File: src/rtl/tod_pkg.sv
// Shared widths, range limits and the 24h -> 12h display mapping for the time-of-day counter.
package tod_pkg;

    localparam int SEC_W  = 6;
    localparam int MIN_W  = 6;
    localparam int HOUR_W = 5;

    localparam logic [SEC_W-1:0]  SEC_MAX  = 6'd59;
    localparam logic [MIN_W-1:0]  MIN_MAX  = 6'd59;
    localparam logic [HOUR_W-1:0] HOUR_MAX = 5'd23;

    // Returns {pm, disp_hour}; midnight and noon both show as 12.
    function automatic logic [HOUR_W:0] hour_to_12h(input logic [HOUR_W-1:0] h);
        logic                pm_v;
        logic [HOUR_W-1:0]   disp_v;
        pm_v = (h >= 5'd12);
        if (h == 5'd0 || h == 5'd12) begin
            disp_v = 5'd12;
        end else if (h > 5'd12) begin
            disp_v = h - 5'd12;
        end else begin
            disp_v = h;
        end
        return {pm_v, disp_v};
    endfunction

endpackage

File: src/rtl/tod_tick_gen.sv
// Prescaler: counts 0..CLK_HZ-1 while en=1 and pulses tick combinationally on the wrap cycle.
// clr has priority over counting and restarts the period from zero.
module tod_tick_gen #(
    parameter int CLK_HZ = 100000000,
    parameter int CNT_W  = 27
) (
    input  logic clk,
    input  logic rst_n,
    input  logic en,
    input  logic clr,
    output logic tick
);

    localparam logic [CNT_W-1:0] WRAP = CNT_W'(CLK_HZ - 1);

    logic [CNT_W-1:0] cnt_q;
    logic [CNT_W-1:0] cnt_d;

    assign tick = en && (cnt_q == WRAP);

    always_comb begin
        cnt_d = cnt_q;
        if (clr) begin
            cnt_d = '0;
        end else if (en) begin
            cnt_d = tick ? '0 : cnt_q + CNT_W'(1);
        end
    end

    always_ff @(posedge clk or negedge rst_n) begin
        if (!rst_n) begin
            cnt_q <= '0;
        end else begin
            cnt_q <= cnt_d;
        end
    end

endmodule

File: src/rtl/tod_counter.sv
// Time-of-day counter: prescaled seconds, edge-detected set buttons, checked load, 12/24h view.
// State and pulses register one cycle after the event; alarm added by TOD_COUNTER_ALARM_EN.
module tod_counter
    import tod_pkg::*;
#(
    parameter int CLK_HZ = 100000000,
    parameter int CNT_W  = 27
`ifdef TOD_COUNTER_ALARM_EN
    ,
    parameter int ALARM_SECS = 60
`endif
) (
    input  logic              clk,
    input  logic              rst_n,
    input  logic              en,
    input  logic              mode_12h,
    input  logic              hrup,
    input  logic              minup,
    input  logic              load,
    input  logic [HOUR_W-1:0] load_hour,
    input  logic [MIN_W-1:0]  load_min,
    input  logic [SEC_W-1:0]  load_sec,
    output logic              load_err,
    output logic [SEC_W-1:0]  sec,
    output logic [MIN_W-1:0]  min,
    output logic [HOUR_W-1:0] hour,
    output logic [HOUR_W-1:0] disp_hour,
    output logic              pm,
    output logic              sec_tick,
    output logic              day_roll
`ifdef TOD_COUNTER_ALARM_EN
    ,
    input  logic              alarm_arm,
    input  logic [HOUR_W-1:0] alarm_hour,
    input  logic [MIN_W-1:0]  alarm_min,
    input  logic              alarm_ack,
    output logic              alarm
`endif
);

    logic [SEC_W-1:0]  sec_q, sec_d;
    logic [MIN_W-1:0]  min_q, min_d;
    logic [HOUR_W-1:0] hour_q, hour_d;
    logic              pend_q, pend_d;
    logic              minup_q, hrup_q;
    logic              load_err_q, load_err_d;
    logic              sec_tick_q, sec_tick_d;
    logic              day_roll_q, day_roll_d;

    logic              tick;
    logic              load_ok;
    logic              minup_edge;
    logic              hrup_edge;
    logic [HOUR_W:0]   h12;

    assign load_ok    = load && (load_hour <= HOUR_MAX) && (load_min <= MIN_MAX) && (load_sec <= SEC_MAX);
    assign minup_edge = minup && !minup_q;
    assign hrup_edge  = hrup && !hrup_q;

    tod_tick_gen #(
        .CLK_HZ (CLK_HZ),
        .CNT_W  (CNT_W)
    ) u_tick_gen (
        .clk   (clk),
        .rst_n (rst_n),
        .en    (en),
        .clr   (load_ok),
        .tick  (tick)
    );

    // A tick displaced by a button edge is parked in pend_q; a second tick
    // arriving while one is parked still advances once and keeps the other parked.
    always_comb begin
        sec_d      = sec_q;
        min_d      = min_q;
        hour_d     = hour_q;
        pend_d     = pend_q;
        load_err_d = 1'b0;
        sec_tick_d = 1'b0;
        day_roll_d = 1'b0;
        if (load_ok) begin
            sec_d  = load_sec;
            min_d  = load_min;
            hour_d = load_hour;
            pend_d = 1'b0;
        end else begin
            load_err_d = load;
            if (minup_edge) begin
                min_d  = (min_q == MIN_MAX) ? '0 : min_q + MIN_W'(1);
                pend_d = pend_q | tick;
            end else if (hrup_edge) begin
                hour_d = (hour_q == HOUR_MAX) ? '0 : hour_q + HOUR_W'(1);
                pend_d = pend_q | tick;
            end else if (tick || pend_q) begin
                pend_d     = tick && pend_q;
                sec_tick_d = 1'b1;
                if (sec_q == SEC_MAX) begin
                    sec_d = '0;
                    if (min_q == MIN_MAX) begin
                        min_d = '0;
                        if (hour_q == HOUR_MAX) begin
                            hour_d     = '0;
                            day_roll_d = 1'b1;
                        end else begin
                            hour_d = hour_q + HOUR_W'(1);
                        end
                    end else begin
                        min_d = min_q + MIN_W'(1);
                    end
                end else begin
                    sec_d = sec_q + SEC_W'(1);
                end
            end
        end
    end

    always_ff @(posedge clk or negedge rst_n) begin
        if (!rst_n) begin
            sec_q      <= '0;
            min_q      <= '0;
            hour_q     <= '0;
            pend_q     <= 1'b0;
            minup_q    <= 1'b0;
            hrup_q     <= 1'b0;
            load_err_q <= 1'b0;
            sec_tick_q <= 1'b0;
            day_roll_q <= 1'b0;
        end else begin
            sec_q      <= sec_d;
            min_q      <= min_d;
            hour_q     <= hour_d;
            pend_q     <= pend_d;
            minup_q    <= minup;
            hrup_q     <= hrup;
            load_err_q <= load_err_d;
            sec_tick_q <= sec_tick_d;
            day_roll_q <= day_roll_d;
        end
    end

    assign h12       = hour_to_12h(hour_q);
    assign sec       = sec_q;
    assign min       = min_q;
    assign hour      = hour_q;
    assign pm        = h12[HOUR_W];
    assign disp_hour = mode_12h ? h12[HOUR_W-1:0] : hour_q;
    assign load_err  = load_err_q;
    assign sec_tick  = sec_tick_q;
    assign day_roll  = day_roll_q;

`ifdef TOD_COUNTER_ALARM_EN
    localparam int ACNT_W = (ALARM_SECS > 1) ? $clog2(ALARM_SECS) : 1;

    logic              alarm_q, alarm_d;
    logic [ACNT_W-1:0] acnt_q, acnt_d;

    // Only a real second advance can fire the alarm; loads and buttons never do.
    always_comb begin
        alarm_d = alarm_q;
        acnt_d  = acnt_q;
        if (sec_tick_d && alarm_arm && hour_d == alarm_hour && min_d == alarm_min && sec_d == '0) begin
            alarm_d = 1'b1;
            acnt_d  = '0;
        end else if (alarm_q && sec_tick_d) begin
            if (acnt_q == ACNT_W'(ALARM_SECS - 1)) begin
                alarm_d = 1'b0;
            end else begin
                acnt_d = acnt_q + ACNT_W'(1);
            end
        end
        if (alarm_ack || !alarm_arm) begin
            alarm_d = 1'b0;
        end
    end

    always_ff @(posedge clk or negedge rst_n) begin
        if (!rst_n) begin
            alarm_q <= 1'b0;
            acnt_q  <= '0;
        end else begin
            alarm_q <= alarm_d;
            acnt_q  <= acnt_d;
        end
    end

    assign alarm = alarm_q;
`endif

endmodule

File: config.mk
export PLATFORM = sky130hd
export DESIGN_NAME = tod_counter
export DESIGN_NICKNAME = d
export VERILOG_FILES = /design/src/rtl/tod_pkg.sv /design/src/rtl/tod_tick_gen.sv /design/src/rtl/tod_counter.sv
export SDC_FILE = /design/constraint.sdc
export NUM_CORES = 1
export LEC_CHECK = 0
export BUFFER_PORTS_ARGS = -buffer_cell sky130_fd_sc_hd__buf_2
export CAP_MARGIN = 10
export CELL_PAD_IN_SITES_DETAIL_PLACEMENT = 1
export CELL_PAD_IN_SITES_GLOBAL_PLACEMENT = 2
export CORE_UTILIZATION = 31
export CTS_CLUSTER_SIZE = 25
export DETAILED_ROUTE_END_ITERATION = 7
export PLACE_DENSITY_LB_ADDON = 0.1
export SETUP_SLACK_MARGIN = 0.15
export SLEW_MARGIN = 20
export SYNTH_ARGS = -nofsm -noshare
export SYNTH_HDL_FRONTEND = slang
export SYNTH_SLANG_ARGS = --single-unit
File: constraint.sdc
create_clock -name clk -period 2.5 [get_ports clk]
set_clock_uncertainty 0.1 [all_clocks]
set_input_delay 0.125 -clock clk [delete_from_list [all_inputs] [get_ports clk]]
set_output_delay 0.125 -clock clk [all_outputs]
set_load 0.02 [all_outputs]
# [Yosys cells after proc, flatten, opt, wreduce, memory -nomap -nowiden]
# Cells that the tools add are included.
[word_totals] regBits=50 elab_cells=92 output_inout_bits=26 in_bits=24
[classes] addsub=5 n_reduce_logical=23 n_mux=40 bitwise_logic=1 eq_ne=8 n_lt_le_gt_ge=5
[ops] op="27-bit two-way mux" count=3
[ops] op="6-bit two-way mux" count=11
[ops] op="5-bit two-way mux" count=10
[ops] op="27-bit by 1-bit adder with 27-bit output, second input constant" count=1
[ops] op="27-bit equality test, second input constant" count=1
[ops] op="1-bit two-way mux" count=16
[ops] op="3-bit nonzero test" count=5
[ops] op="6-bit by 1-bit adder with 6-bit output, second input constant" count=2
[ops] op="6-bit equality test, second input constant" count=2
[ops] op="6-bit <= comparator, second input constant" count=2
[ops] op="1-bit logical AND" count=7
[ops] op="3-bit AND reduction" count=2
[ops] op="5-bit by 1-bit adder with 5-bit output, second input constant" count=1
[ops] op="5-bit by 4-bit equality test with 1-bit output, second input constant" count=1
[ops] op="5-bit equality test, second input constant" count=1
[ops] op="5-bit by 4-bit greater-or-equal comparator with 1-bit output, second input constant" count=1
[ops] op="5-bit by 4-bit greater-than comparator with 1-bit output, second input constant" count=1
[ops] op="5-bit <= comparator, second input constant" count=1
[ops] op="5-bit logical NOT" count=1
[ops] op="5-bit by 4-bit subtractor with 5-bit output, second input constant" count=1
[ops] op="2-bit != test, second input constant" count=2
[ops] op="4-bit AND reduction" count=1
[ops] op="2-bit nonzero test" count=2
[ops] op="4-bit nonzero test" count=1
[ops] op="other kinds (4)" count=6

# [Logic depth before layout (Yosys ltp)]
[depth] ltp_word=8 mapped_depth=7 depth_no_buf=6

# [Cells and area by module]
# From an unflattened synthesis, not the netlist that was laid out.
[unflattened] hier_cells=352 area_unflattened_um2=3096.7
[modules_own_cells] module="tod_tick_gen" cells_per_inst=178 instances=1 area_per_inst_um2=1609.0 seq_area_each_um2=675.6
[modules_own_cells] module="tod_counter" cells_per_inst=174 instances=1 area_per_inst_um2=1487.7 seq_area_each_um2=575.6

# [Worst setup path after synthesis]
# OpenSTA, ideal clock, no wires.
[synth_timing] path_type="register -> register" startpoint="reg u_tick_gen.cnt_q[0]" endpoint="reg u_tick_gen.cnt_q[26]" path_slack_ns=-0.056 synth_period_minus_slack_ns=2.556 path_buffers=0 required_time_ns=2.322 setup_ns=0.078 t_arrival_ns=2.378 path_stages_with_launch=7 path_cell_list="dfrtp_1 > ha_1 > nand3_2 > or4_4 > or4_4 > or4_1 > a21oi_1"
[synth_between] elab_chain_cells=5 elab_cells_between_ends=6 classes_between="1 x add/sub; 1 x eq/ne; 3 x mux; 1 x reduce/logical"
[synth_rtl] item="start, declared" line_no="tod_tick_gen.sv:16" source="logic [CNT_W-1:0] cnt_q;"
[synth_rtl] item="start signal, assigned" line_no="tod_tick_gen.sv:34" source="cnt_q <= cnt_d;"
[synth_rtl] item="parallel branches: the longest is 2 deep, another holds 27-bit by 1-bit adder with 27-bit output"
[synth_rtl] item="27-bit two-way mux *" line_no="tod_tick_gen.sv:26" source="cnt_d = tick ? '0 : cnt_q + CNT_W'(1);"
[synth_rtl] item="27-bit two-way mux *" line_no="tod_tick_gen.sv:25" source="end else if (en) begin"
[synth_rtl] item="27-bit two-way mux *" line_no="tod_tick_gen.sv:23" source="if (clr) begin"
# Every way passes the cells marked *. The select of a mux whose other input is x is not followed.
# A chain may end at the register's enable or synchronous reset.

# [Worst setup path in the final report]
[layout_timing] startpoint="reg u_tick_gen.cnt_q[10]" endpoint="reg u_tick_gen.cnt_q[26]"
# The elaborated chain is that of the path after synthesis.

==> results.toml <==
[synth]
synth-main-ff-cell = "dfrtp_1"
synth_area_leaders = "dfrtp_1 40%, nor2_1 5.1%, nand2_1 3.8%"
synthAdderAreaFrac_pct = 3.55
synth_top_area_share_pct = 40.4
synth_nets = 386
yosys_warnings = 0
synth_edf_count = 0
yosysSeqAreaShare_pct = 40.4
postSynthCellCount = 354
yosys.area.top_type = "dfrtp_1"
async_flop_share_pct = 100
synth_top_family_by_area = "simple AND/OR/NAND/NOR gates"
ys_types = 55
yosys.area_share.simple_pct = 29.8
netlist_area_um2 = 3100
synthMuxAreaShare_pct = 1.33
synth_seq_cells = 50
synth.avg_cell_area_um2 = 8.76
synth-compound-area-share_pct = 17.0
synth_xor_area_share_pct = 5.65

[sta]
finalHoldViolCount = 0
min_period_ns = 2.40
holdWs_ns = 0.0126
slew_headroom_pct = 63.4
rsz0062_at_grt = "yes"
min_period_over_period_pct = 95.9
setup_tns_ns = 0
tightest_slew_ns = 0.545
setup_ws_ns = 0.102
fmax_mhz = 417
setup_viol = 0
drv_slew = 0

[cts]
cts_buffer_depth = 2
cts-root-buf = "clkbuf_8"
h-tree-depth = 2
cts.sinks = 50
cts_tree = "done"
clkSlewWorstSetupHoldPaths_ns = 0.10
insertion_delay_ns = 0.31
cts_buffers = 5

[placed_design]
dpl_worst_slack_ns = 0.0534
port_buffers = 49
postPlaceCellArea_um2 = 3730
dp_hpwl_um = 7560
dp.cells = 558
gp_congestion = 0.791

[status]
status = "finished, final reports clean"

[final_layout]
final_cell_mix = "49 x dfrtp_1, 49 x buf_2, 42 x nor2_1, 40 x buf_4, 31 x nand2_1"
diodes = 0
areaGrowthSynthToFinish_pct = 28.9
stdcell_area_um2 = 4000
final_cells = 580
layout-drive-gt1-share_pct = 26.2
n_fill_cell = 1225
utilization_pct = 41.1
final_nets = 479

[floorplanning]
ios = 50
die_area_um2 = 10400
dieHeight_um = 102
core_um2 = 9730
initial_core_util_pct = 31.9
dieWidth_um = 102
core.rowCount = 36

[pwr]
p_leak_nw = 1.75
power_mw = 2.37
ir_drop_v = 0.000374
p_per_area_nw_per_um2 = 592

[hold_path]
hp-class = "input port to flip-flop"

[global_route]
grt_max_degree = 21
grt_antenna_before_repair = 0
grt_use_total_pct = 20.1
grt_remaining_overflow = 0
grt_first_pass_wirelength_um = 16100
grt_pass1_vias = 3174

[critical_path]
worstSetupPathType = "flip-flop to flip-flop"
cp.arrival_ns = 2.53
crit_top_cell = "or4_4"
required_ns = 2.64
end_kind = "flip-flop"
critPathSlowestCell = "or4_4"
crit_fanout = 3
cp-start-kind = "flip-flop"
crit_buf_inv = 0
cp_slowest_stage_delay_ns = 0.53
cpLargestDelayFamily = "simple AND/OR/NAND/NOR gates"
path_cells = "nand4_1 > or4_4 > or4_4 > or4_1 > a21oi_2"

[detailed_routing]
drtAntennaViolNets = 0
viasPerCell = 5.39
drcViolationCount = 0
vias = 3124
dr.pass1.iters = 4
drt-total-wl_um = 9990
avgRoutedWirePerCell_um = 17.2
first_iter_violations = 58

[run]
cap_violations = 0
## state kept, by name (all words and copies together) (netlist names)
| register | flops |
|---|---|
| u_tick_gen.cnt_q | 27 |
| min | 6 |
| sec | 6 |
| hour | 5 |
| day_roll | 1 |
| hrup_q | 1 |
| load_err | 1 |
| minup_q | 1 |
| pend_q | 1 |
| sec_tick | 1 |
## final cells by class
cell class	instances	area, um2	share of cell area [%]
multi-input combinational	285	1820	45.6
sequential	50	1250	31.3
timing repair buffer	95	606	15.1
tap	133	166	4.16
clock buffer	6	82.6	2.07
inverter	10	37.5	0.939
clock inverter	1	30.0	0.751
## worst reg2reg max path, cell delays in order, from the launching register on
cell and delay [ns]:
dfrtp_1 0.41, nand4_1 0.19, or4_4 0.53, or4_4 0.44
or4_1 0.53, a21oi_2 0.14
## cells by family (layout without fill, tap and decap cells)
group                    count (synthesis)  count (layout)
AND/OR/NAND/NOR                        174             174
AO/OA/AOI/OAI                           78              78
flip-flops                              50              50
XOR/XNOR                                20              20
buffers and inverters                   19             112
adder cells (fa/ha/maj)                  9               9
multiplexers                             4               4
## Yosys cell counts (all sizes together), types with 2 or more instances
| cell type | instances |
|---|---|
| clkbuf | 9 |
| ha | 8 |
| or4 | 8 |
| mux2i | 3 |
| nor3 | 12 |
| nor4bb | 2 |
| nand4 | 19 |
| o31a | 2 |
| nand2b | 6 |
| inv | 10 |
| and3 | 8 |
| nand3 | 22 |
| or3 | 5 |
| nor4 | 5 |
| o21ai | 17 |
| o2111ai | 2 |
| o2bb2ai | 3 |
| xor2 | 12 |
| and2 | 4 |
| dfrtp | 50 |
| a22o | 2 |
| and4 | 5 |
| a21oi | 14 |
| nor2 | 42 |
| a31oi | 9 |
| xnor2 | 8 |
| nor2b | 2 |
| a211oi | 2 |
| o31ai | 6 |
| o22a | 2 |
| a21o | 3 |
| o211ai | 5 |
| nand2 | 31 |
## routing by layer
metal,wire length [um],track usage (%),vias up
met5,0,0,-
met4,97,5.05,0
met3,250,1.98,7
met2,5080,36.4,46
met1,4570,25.6,1550
li1,-,-,1521
## final timing paths
check | startpoint | endpoint | slack (ns) | depth (start not counted)
hold / removal | load_sec[2] | sec[2] | 0.01 | 3
min in group asynchronous | rst_n | u_tick_gen.cnt_q[22] | 0.17 | 2
setup reg to reg | u_tick_gen.cnt_q[10] | u_tick_gen.cnt_q[26] | 0.10 | 5
setup / recovery | u_tick_gen.cnt_q[10] | u_tick_gen.cnt_q[26] | 0.10 | 5
max in group asynchronous | rst_n | min[5] | 1.48 | 3
hold reg to reg | u_tick_gen.cnt_q[21] | u_tick_gen.cnt_q[21] | 0.42 | 1
## report_power, final
group	leakage (nW)	internal (mW)	switching, mW
sequential	0.643	0.893	0.128
combinational	1.05	0.293	0.445
clock	0.0573	0.321	0.285
## repair_timing
item | 4_1_cts | 5_1_grt
buffers inserted | 6 | 3
gates resized for setup | 2 | 7
hold endpoints to repair | 19 | 0
hold buffers | 6 | 0
setup endpoints to repair | 12 | 20
pin swaps | 2 | 2
Note: power is estimated with default switching activity, not from simulation.
